`config.mk`:
```
export PLATFORM = sky130hd
export DESIGN_NAME = disp_fetch
export DESIGN_NICKNAME = d
export VERILOG_FILES = /design/src/rtl/disp_pkg.sv /design/src/rtl/disp_fetch_addr.sv /design/src/rtl/disp_fetch.sv
export SDC_FILE = /design/constraint.sdc
export NUM_CORES = 1
export LEC_CHECK = 0
export ABC_AREA = 0
export BUFFER_PORTS_ARGS = -buffer_cell sky130_fd_sc_hd__buf_2
export CAP_MARGIN = 10
export CORE_MARGIN = 2
export CORE_UTILIZATION = 55
export CTS_CLUSTER_DIAMETER = 200
export DETAILED_ROUTE_END_ITERATION = 12
export HOLD_SLACK_MARGIN = 0.08
export PLACE_DENSITY = 0.81
export SKIP_LAST_GASP = 1
export SYNTH_ARGS = -nofsm -noshare
export SYNTH_HDL_FRONTEND = slang
export SYNTH_HIERARCHICAL = 1
export SYNTH_SLANG_ARGS = --single-unit
```
`constraint.sdc`:
```
create_clock -name ACLK -period 3.1 [get_ports ACLK]
set_input_delay 0.465 -clock ACLK [delete_from_list [all_inputs] [get_ports ACLK]]
set_output_delay 0.465 -clock ACLK [all_outputs]
set_load 0.03 [all_outputs]
```
`src/rtl/disp_pkg.sv`:
```
// Shared state encoding and default geometry for the display frame fetcher.
package disp_pkg;

  typedef enum logic [2:0] {
    S_IDLE,
    S_FRST,
    S_WAITBUF,
    S_ADDR,
    S_DATA
  } fetch_state_t;

  localparam int unsigned DEF_H_PIX      = 640;
  localparam int unsigned DEF_V_LINE     = 480;
  localparam int unsigned DEF_BURST_LEN  = 16;
  localparam int unsigned BYTES_PER_BEAT = 8;

endpackage

```
`src/rtl/disp_fetch_addr.sv`:
```
// Frame base register, burst counter and running burst address for disp_fetch.
module disp_fetch_addr
  import disp_pkg::*;
#(
  parameter int unsigned H_PIX     = DEF_H_PIX,
  parameter int unsigned V_LINE    = DEF_V_LINE,
  parameter int unsigned BURST_LEN = DEF_BURST_LEN
) (
  input  logic        ACLK,
  input  logic        ARST,
  input  logic        load,
  input  logic [31:0] base_in,
  input  logic        inc,
  output logic [31:0] burst_addr,
  output logic        frame_done
);

  localparam int unsigned TOTAL_BEATS = H_PIX * V_LINE / 2;
  localparam int unsigned N_BURSTS    = TOTAL_BEATS / BURST_LEN;
  localparam logic [31:0] BURST_BYTES = 32'(BURST_LEN * BYTES_PER_BEAT);
  localparam logic [31:0] LAST_IDX    = 32'(N_BURSTS - 1);

  logic [31:0] base_q;
  logic [31:0] offset_q;
  logic [31:0] burst_idx;

  // Offset is accumulated per burst instead of multiplying burst_idx.
  always_ff @(posedge ACLK or negedge ARST) begin
    if (!ARST) begin
      base_q    <= '0;
      offset_q  <= '0;
      burst_idx <= '0;
    end else if (load) begin
      base_q    <= base_in;
      offset_q  <= '0;
      burst_idx <= '0;
    end else if (inc) begin
      offset_q  <= offset_q + BURST_BYTES;
      burst_idx <= burst_idx + 32'd1;
    end
  end

  assign burst_addr = base_q + offset_q;
  // High while the burst in flight is the last one of the frame.
  assign frame_done = (burst_idx == LAST_IDX);

endmodule

```
`src/rtl/disp_fetch.sv`:
```
// Display frame fetcher: AXI burst reads of a frame into the pixel FIFO.
// Optional RLAST/beat-count checker with ERR output under `DISP_FETCH_CHECK_EN.
module disp_fetch
  import disp_pkg::*;
#(
  parameter int unsigned H_PIX     = DEF_H_PIX,
  parameter int unsigned V_LINE    = DEF_V_LINE,
  parameter int unsigned BURST_LEN = DEF_BURST_LEN,
  parameter int unsigned RST_CYC   = 4
) (
  input  logic        ACLK,
  input  logic        ARST,
  input  logic        DISPON,
  input  logic [31:0] DISPADDR,
  input  logic        VSTART,
  input  logic        BUF_WREADY,
  output logic [31:0] ARADDR,
  output logic [7:0]  ARLEN,
  output logic        ARVALID,
  input  logic        ARREADY,
  input  logic [63:0] RDATA,
  input  logic        RVALID,
  input  logic        RLAST,
  output logic        RREADY,
  output logic        FIFORST,
  output logic [63:0] FIFOIN,
  output logic        FIFOWR,
  output logic        BUSY
`ifdef DISP_FETCH_CHECK_EN
  ,
  output logic        ERR
`endif
);

  fetch_state_t state;
  logic [31:0]  rst_cnt;
  logic         load;
  logic         beat;
  logic         last_beat;
  logic [31:0]  burst_addr;
  logic         frame_done;

  assign load      = (state == S_IDLE) && VSTART && DISPON;
  assign beat      = RVALID && RREADY;
  assign last_beat = beat && RLAST;

  assign ARLEN  = 8'(BURST_LEN - 1);
  assign FIFOWR = beat;
  assign FIFOIN = RDATA;

  disp_fetch_addr #(
    .H_PIX     (H_PIX),
    .V_LINE    (V_LINE),
    .BURST_LEN (BURST_LEN)
  ) u_addr (
    .ACLK       (ACLK),
    .ARST       (ARST),
    .load       (load),
    .base_in    (DISPADDR),
    .inc        (last_beat),
    .burst_addr (burst_addr),
    .frame_done (frame_done)
  );

  always_ff @(posedge ACLK or negedge ARST) begin
    if (!ARST) begin
      state   <= S_IDLE;
      rst_cnt <= '0;
      ARADDR  <= '0;
      ARVALID <= 1'b0;
      RREADY  <= 1'b0;
      FIFORST <= 1'b0;
      BUSY    <= 1'b0;
    end else begin
      case (state)
        S_IDLE: if (load) begin
          state   <= S_FRST;
          rst_cnt <= '0;
          FIFORST <= 1'b1;
          BUSY    <= 1'b1;
        end
        S_FRST: if (rst_cnt == 32'(RST_CYC - 1)) begin
          FIFORST <= 1'b0;
          state   <= S_WAITBUF;
        end else begin
          rst_cnt <= rst_cnt + 32'd1;
        end
        S_WAITBUF: if (!DISPON) begin
          state <= S_IDLE;
          BUSY  <= 1'b0;
        end else if (BUF_WREADY) begin
          state   <= S_ADDR;
          ARVALID <= 1'b1;
          ARADDR  <= burst_addr;
        end
        S_ADDR: if (ARREADY) begin
          ARVALID <= 1'b0;
          RREADY  <= 1'b1;
          state   <= S_DATA;
        end
        // RLAST alone ends the burst; DISPON is only honoured at that point.
        S_DATA: if (last_beat) begin
          RREADY <= 1'b0;
          if (frame_done || !DISPON) begin
            state <= S_IDLE;
            BUSY  <= 1'b0;
          end else begin
            state <= S_WAITBUF;
          end
        end
        default: state <= S_IDLE;
      endcase
    end
  end

`ifdef DISP_FETCH_CHECK_EN
  logic [4:0] beat_cnt;

  // Flags RLAST on the wrong beat, or a full burst's worth of beats without it.
  always_ff @(posedge ACLK or negedge ARST) begin
    if (!ARST) begin
      beat_cnt <= '0;
      ERR      <= 1'b0;
    end else begin
      if (load) begin
        ERR <= 1'b0;
      end else if (beat && (RLAST != (beat_cnt == 5'(BURST_LEN - 1)))) begin
        ERR <= 1'b1;
      end
      if (load || last_beat) begin
        beat_cnt <= '0;
      end else if (beat) begin
        beat_cnt <= beat_cnt + 5'd1;
      end
    end
  end
`endif

endmodule

```
# Word level (Yosys, flattened, before mapping)
# Index checks and enable logic that the tools add are counted.
# Widths: inputs -> output; s select.
[word_totals]
register_bits = 167
inputBits = 104
output_inout_bits = 109
wordCells = 78
[op_classes]
n_addsub = 4
n_eq_ne = 16
mux = 29
reduce_logical = 19
[op_table]
columns = ["operator", "n"]
rows = [
  ["$mux 32", 6],
  ["$add 32x1->32 const B", 2],
  ["$pmux 32 s2", 1],
  ["$add 32x32->32", 1],
  ["$add 32x8->32 const B", 1],
  ["$eq 32x14->1 const B", 1],
  ["$eq 32x2->1 const B", 1],
  ["$mux 3", 6],
  ["$ne 2x2->1 const B", 9],
  ["$pmux 3 s5", 1],
  ["$reduce_and 3->1", 4],
  ["$mux 1", 10],
  ["$reduce_and 5->1", 2],
  ["$reduce_bool 2->1", 4],
  ["$eq 3x2->1 const B", 2],
  ["$pmux 1 s2", 3],
  ["$logic_and 1x1->1", 4],
  ["$reduce_and 4->1", 1],
  ["$eq 3x1->1 const B", 1],
  ["$eq 3x3->1 const B", 1],
  ["$logic_not 3->1", 1],
  ["$ne 3x3->1 const B", 1],
  ["$pmux 1 s3", 1],
  ["$reduce_bool 3->1", 1],
  ["other kinds (3)", 3],
]

# Longest topological paths before layout
# Gate-level depths: netlist (run 1).
[depth]
depth_word = 5
ltp_mapped = 10
depth_no_buf = 9

# Cells and area by module
# The synthesis (run 1) kept the hierarchy.
[modules_own_cells]
columns = ["mod", "n_inst", "cells_each", "area_each_um2", "seq_area_each_um2"]
rows = [
  ["disp_fetch_addr", 1, 524, 5151.2, 2227.1],
  ["disp_fetch", 1, 399, 4011.3, 1776.7],
]

# Worst setup path after synthesis (run 1)
# Ideal clock, no wire load.
[synth_timing]
path_kind = "register to register"
start = "reg u_addr.offset_q[8]"
end = "reg ARADDR[25]"
setup_time_ps = 125
arrival_time_ps = 2317
required_time_ps = 2975
path_slack_ps = 658
stages_incl_launch_ff = 10
n_path_buf = 0
period_less_slack_ps = 2442
cell_sequence = "dfrtp_1 > ha_1 > a21oi_1 > nor2_1 > o211ai_1 > o21ai_0 > a221oi_1 > o21ai_0 > xor2_1 > mux2_2"
[synth_via]
elab_chain_len = 1
[synth_rtl]
columns = ["item", "line", "source"]
rows = [
  ["start, declared", "disp_fetch_addr.sv:24", "logic [31:0] offset_q;"],
  ["start signal, assigned", "disp_fetch_addr.sv:38", "offset_q <= offset_q + BURST_BYTES;"],
  ["$add 32x32->32", "disp_fetch_addr.sv:43", "assign burst_addr = base_q + offset_q;"],
  ["net burst_addr[25]", "disp_fetch.sv:40", "logic [31:0] burst_addr;"],
  ["end signal, assigned", "disp_fetch.sv:94", "ARADDR <= burst_addr;"],
  ["end, declared", "disp_fetch.sv:17", "output logic [31:0] ARADDR,"],
]
# The timed path passes the listed nets, and every way through them passes these cells.
# A chain may end at the register's enable or synchronous reset.

# Final worst setup path (run 1)
[layout_timing]
start = "reg u_addr.offset_q[8]"
end = "reg ARADDR[31]"
# The elaborated chain is that of the path after synthesis.

==> flow_metrics.py, run 1 <==
metrics = {
    "synthesis": {
        "synth_cell_types": 64,
        "yosysSeqAreaShare_pct": 43.7,
        "avgSynthCellArea_um2": 9.93,
        "synth_top_area_share_pct": 43.7,
        "synthFlopType": "dfrtp_1",
        "syn_area_um2": 9160,
        "ys_ff_latch": 160,
        "async_reset_ff_share_pct": 100,
        "synth_top_cell_by_area": "dfrtp_1",
        "yosysWarningCount": 6,
        "synth_area_leaders": "dfrtp_1, mux2_2, buf_4, xor2_1, nor2_1",
        "synth_edf_count": 0,
        "synth_cells": 923,
    },
    "clock_tree": {
        "clockBufferDepth": 2,
        "cts_htree_levels": 4,
        "cts_root_buf": "clkbuf_16",
        "cts_buffers": 17,
        "worst_skew_pair.late_latency_ns": 0.43,
        "hold_buffers": 1,
        "tritoncts": "yes",
        "cts_resized": 0,
        "cts_setup_buffers": 0,
        "clk_pin_slew_worst_paths_ns": 0.07,
        "cts_sinks": 160,
    },
    "critical_path": {
        "r2r-end": "ARADDR[31]",
        "worst_path_max_delay_cell": "or4b_1",
        "crit_arrival_ns": 3.13,
        "crit_family": "simple AND/OR/NAND/NOR gates",
        "path_cells": "ha_1 > a21oi_1 > nor2_1 > or2_2 > a21oi_2 > o31ai_1 > or4b_1 > o311ai_0 > mux2_2",
        "r2r_setup_slack_ns": 0.33,
        "cp_num_buf_inv": 0,
        "crit_fanout": 4,
        "worstSetupEndpointType": "flop",
        "critPathLaunchType": "flop",
        "required_ns": 3.46,
        "reg2reg_from": "u_addr/offset_q[8]",
        "reg2reg_depth": 9,
        "crit_path_max_incr_delay_ns": 0.50,
        "critical_path_class": "reg -> reg",
    },
    "route": {
        "drtIter0Drc": 622,
        "vias_per_cell": 5.67,
        "ant_nets": 0,
        "vias": 6604,
        "drt-total-wl_um": 18400,
        "drcViolationCount": 0,
        "wl_per_cell_um": 15.8,
        "firstDrtPassIters": 5,
    },
    "finish": {
        "utilization_pct": 59.9,
        "diodes": 0,
        "syn_to_final_growth_pct": 7.24,
        "nets": 1062,
        "layout-drive-gt1-share_pct": 23.3,
    },
    "global_routing": {
        "grt_max_degree": 58,
        "grt_pass1_vias": 6563,
        "track_usage_pct": 21.6,
        "antenna_found_initial": 0,
        "grt_overflow": 0,
        "grt_pass1_wl_um": 30900,
    },
    "floorplan": {
        "initial_core_util_pct": 55.8,
        "coreArea_um2": 16400,
        "die_w_um": 133,
        "dieArea_um2": 17700,
        "dieHeight_um": 133,
        "io_pins": 213,
        "num_rows": 47,
    },
    "timing": {
        "period_needed_ns": 2.77,
        "setup_viol": 0,
        "final_hold_viol_count": 0,
        "skew_ns": 0.0117,
        "worst_slack_ns": 0.332,
        "hold_ws_ns": 0.272,
        "relSlewSlack_pct": 35.8,
        "max_freq_mhz": 361,
        "rsz0062_at_grt": "no",
        "worst_slew_pin_slew_ns": 0.961,
        "slew_violations": 0,
        "tns_ns": 0,
        "finalCritPeriodShare_pct": 89.3,
    },
    "power_and_ir_drop": {
        "peakVddDrop_v": 0.000585,
        "p_per_area_nw_per_um2": 749,
        "p_leak_nw": 4.48,
    },
    "worst_hold_path": {
        "hold_start": "DISPADDR[14]",
        "hold_depth": 2,
        "hold_class": "in -> reg",
        "whs_endpoint": "u_addr/base_q[14]",
    },
    "placed_design": {
        "hpwl_um": 12700,
        "port_buffers": 76,
        "dp_slack_ns": 0.366,
        "gp_congestion": 0.915,
    },
    "flow_run": {
        "drv_cap": 0,
    },
    "status": {
        "status": "completed",
    },
}
[registers in the layout (all words and copies together) (netlist names), 3 cells and up]
name,flops
u_addr/offset_q,25
u_addr/base_q,32
ARADDR,32
rst_cnt,32
state,3
u_addr/burst_idx,32
[per-layer routing]
layer	part of all wire, %	vias up	global-route usage, %
li1	-	3177	-
met1	45	3230	28.0
met2	49	177	35.5
met3	5.3	20	5.94
met4	1.0	0	6.63
met5	0	-	0
[synth_stat cells, drive strengths merged, types with 9 or more instances]
master and n:
a21oi 43, and3 13, buf 83, clkbuf 25
dfrtp 160, ha 27, inv 17, mux2 66
nand2 69, nand3 34, nand4 31, nor2 93
nor3 15, nor4 20, o21ai 42, or3 13
or4 9, xnor2 33, xor2 47
[placed cells by master, fill, tap and decap left out, drive strengths merged, types with 8 or more instances in the layout]
cell type and instances:
dfrtp 160, nor2 93, buf 90, nand2 69
mux2 66, xor2 47, a21oi 43, o21ai 42
nand3 34, xnor2 33, nand4 31, ha 27
clkbuf 20, nor4 20, inv 19, nor3 15
or3 13, and3 13, or4 9, nor2b 8
conb 8
[worst max-delay path by stage]
stage | startpoint | end | slack (ns) | cells past startpoint
finish | u_addr/offset_q[8] | ARADDR[31] | 0.33 | 9
global route | u_addr/offset_q[8] | ARADDR[31] | 0.15 | 9
CTS | u_addr/offset_q[8] | ARADDR[31] | 0.35 | 9
detailed placement | u_addr/offset_q[8] | ARADDR[31] | 0.37 | 9
global placement | u_addr/offset_q[8] | ARADDR[31] | 0.52 | 9
floorplan | u_addr/offset_q[8] | ARADDR[25] | 0.66 | 9
[power breakdown]
group          switching (mW)  total (mW)  internal, mW
Combinational            1.49        2.50          1.02
Sequential              0.337        2.93          2.59
Clock                   0.854        1.92          1.07
Total                    2.68        7.35          4.67
[through the flow]
stage / total power, mW / instance area (µm²) / std cells
3_5_place_dp: 5.46 / 9270 / 1131
6_report: 7.35 / 9830 / 1164
2_1_floorplan: 4.96 / 9190 / 929
4_1_cts: 7.41 / 9830 / 1164
3_3_place_gp: 5.37 / 9270 / 1131
5_1_grt: 7.80 / 9830 / 1164
[area by class of cell]
type	instances	area, µm²
clock buffers	20	457
fillers	1363	6580
repair buffers	91	539
multi-input cells	643	4400
flip-flops and latches	160	4000
clock inverters	12	85.1
inverters	18	68.8
well taps	220	275
[logic make-up after synthesis]
group	Yosys count	share of synthesized area, %
adder cells (fa/ha/maj)	27	3.69
flip-flops	160	43.7
other	2	0.0820
buffers and inverters	126	8.62
AND/OR/NAND/NOR	336	19.9
multiplexers	71	8.66
XOR/XNOR	80	7.65
AO/OA/AOI/OAI	121	7.67
Power figures use the tool's default switching activity.
==> inputs of run 2 (changes only) <==
--- a/config.mk
+++ b/config.mk
@@ -9,11 +9,12 @@
 export BUFFER_PORTS_ARGS = -buffer_cell sky130_fd_sc_hd__buf_2
 export CAP_MARGIN = 10
 export CORE_MARGIN = 2
-export CORE_UTILIZATION = 55
+export CORE_UTILIZATION = 44
 export CTS_CLUSTER_DIAMETER = 200
 export DETAILED_ROUTE_END_ITERATION = 12
 export HOLD_SLACK_MARGIN = 0.08
-export PLACE_DENSITY = 0.81
+export PLACE_DENSITY = 0.67
+export REMOVE_ABC_BUFFERS = 1
 export SKIP_LAST_GASP = 1
 export SYNTH_ARGS = -nofsm -noshare
 export SYNTH_HDL_FRONTEND = slang
==> flow_metrics.py, run 2 (same netlist as run 1, synthesis figures left out) <==
metrics = {
    "critical_path": {
        "crit_arrival_ns": 3.09,
        "worstSetupEndpointType": "flop",
        "required_ns": 3.47,
        "crit_path_max_incr_delay_ns": 0.47,
        "worst_path_max_delay_cell": "or4b_1",
        "crit_family": "simple AND/OR/NAND/NOR gates",
        "crit_fanout": 4,
        "critPathLaunchType": "flop",
        "cp_num_buf_inv": 0,
        "path_cells": "ha_1 > a21oi_1 > nor2_1 > or2_2 > a21oi_2 > o31ai_1 > or4b_1 > o311ai_0 > mux2_2",
        "critical_path_class": "reg -> reg",
        "r2r_setup_slack_ns": 0.38,
    },
    "power_and_ir_drop": {
        "intPower_mw": 4.88,
        "p_leak_nw": 4.52,
        "pwr-share-seq_pct": 38.7,
        "p_comb_share_pct": 33.1,
        "power.switching_mw": 2.68,
        "p_total_mw": 7.56,
        "peakVddDrop_v": 0.000284,
        "clkPwrFrac_pct": 28.2,
        "power_switching_share_pct": 35.5,
        "p_per_area_nw_per_um2": 759,
    },
    "route": {
        "firstDrtPassIters": 5,
        "vias_per_cell": 5.49,
        "drtIter0Drc": 497,
        "drt-total-wl_um": 23700,
        "routed.top_layer": "met5",
        "drcViolationCount": 0,
        "ant_nets": 0,
        "met2_length_um": 10000,
        "m1WireLength_um": 9910,
        "wl_per_cell_um": 19.5,
        "wl_met3_um": 3240,
        "vias": 6698,
    },
    "clock_tree": {
        "cts_htree_levels": 4,
        "cts_root_buf": "clkbuf_16",
        "cts_setup_buffers": 0,
        "cts_buffers": 17,
        "cts_resized": 0,
        "clockBufferDepth": 2,
        "tritoncts": "yes",
        "cts_sinks": 160,
        "hold_buffers": 0,
        "worst_skew_pair.late_latency_ns": 0.43,
        "clk_pin_slew_worst_paths_ns": 0.06,
    },
    "global_routing": {
        "grt_pass1_wl_um": 36900,
        "antenna_found_initial": 0,
        "grt_pass1_vias": 6307,
        "grt_overflow": 0,
        "grt_max_degree": 76,
        "track_usage_pct": 22.0,
    },
    "floorplan": {
        "initial_core_util_pct": 45.0,
        "num_rows": 52,
        "io_pins": 213,
        "coreArea_um2": 20400,
        "die_w_um": 148,
        "dieArea_um2": 22000,
        "dieHeight_um": 148,
    },
    "timing": {
        "relSlewSlack_pct": 52.1,
        "skew_ns": 0.00960,
        "hold_ws_ns": 0.0521,
        "tns_ns": 0,
        "finalCritPeriodShare_pct": 87.7,
        "period_needed_ns": 2.72,
        "worst_slack_ns": 0.382,
        "rsz0062_at_grt": "no",
        "setup_viol": 0,
        "worst_slew_pin_slew_ns": 0.718,
        "final_hold_viol_count": 0,
        "slew_violations": 0,
        "max_freq_mhz": 368,
    },
    "worst_hold_path": {
        "hold_class": "in -> async",
    },
    "placed_design": {
        "gp_congestion": 0.930,
        "port_buffers": 76,
        "hpwl_um": 16800,
        "dp_slack_ns": 0.396,
    },
    "finish": {
        "layout_commonest_cell": "dfrtp_1",
        "layout_common_cells": "dfrtp_1, nor2_1, buf_2, nand2_1, mux2_2",
        "fillers": 1878,
        "layout-drive-gt1-share_pct": 23.8,
        "nets": 1067,
        "diodes": 0,
        "syn_to_final_growth_pct": 8.77,
    },
    "flow_run": {
        "drv_cap": 0,
    },
    "status": {
        "status": "completed",
    },
}
==> run 2: cell type report <==
class	instances	area [µm²]	share of cell area, %
Clock buffer	18	429	4.31
Clock inverter	14	166	1.67
Tap cell	270	338	3.39
Timing Repair Buffer	96	562	5.64
Multi-Input combinational cell	643	4400	44.1
Inverter	18	70.1	0.703
Sequential cell	160	4000	40.2
==> run 2: worst paths after layout <==
kind                                             to               start  depth (start not counted)
worst max-delay path                     ARADDR[31]  u_addr/offset_q[8]                          9
worst min-delay path              u_addr/base_q[11]                ARST                          1
worst max register to register           ARADDR[31]  u_addr/offset_q[8]                          9
worst min register to register            ARADDR[2]    u_addr/base_q[2]                          1
max in group asynchronous       u_addr/offset_q[23]                ARST                          2
min in group ACLK                  u_addr/base_q[0]         DISPADDR[0]                          2
==> run 2: per-stage QoR <==
stage	std cells	cell area, µm²	utilization (%)
2_1_floorplan	821	8460	-
3_3_place_gp	1187	9370	46.0
3_5_place_dp	1187	9370	46.0
4_1_cts	1219	9970	48.9
5_1_grt	1219	9970	48.9
6_report	1219	9970	48.9
==> run 2: power by group through the flow <==
stage	Combinational, mW	Sequential (mW)	Clock (mW)
6_report	2.50	2.93	2.13
5_1_grt	2.74	2.99	2.27
4_1_cts	2.52	2.92	2.17
3_5_place_dp	2.51	2.96	0
3_3_place_gp	2.47	2.94	0
2_1_floorplan	1.39	3.32	0
==> run 2: metal layers <==
layer / GRT usage (%) / vias to the layer above
met5: 8.41 / -
met4: 5.62 / 8
met3: 14.8 / 39
met2: 31.2 / 290
met1: 26.9 / 3181
li1: - / 3180
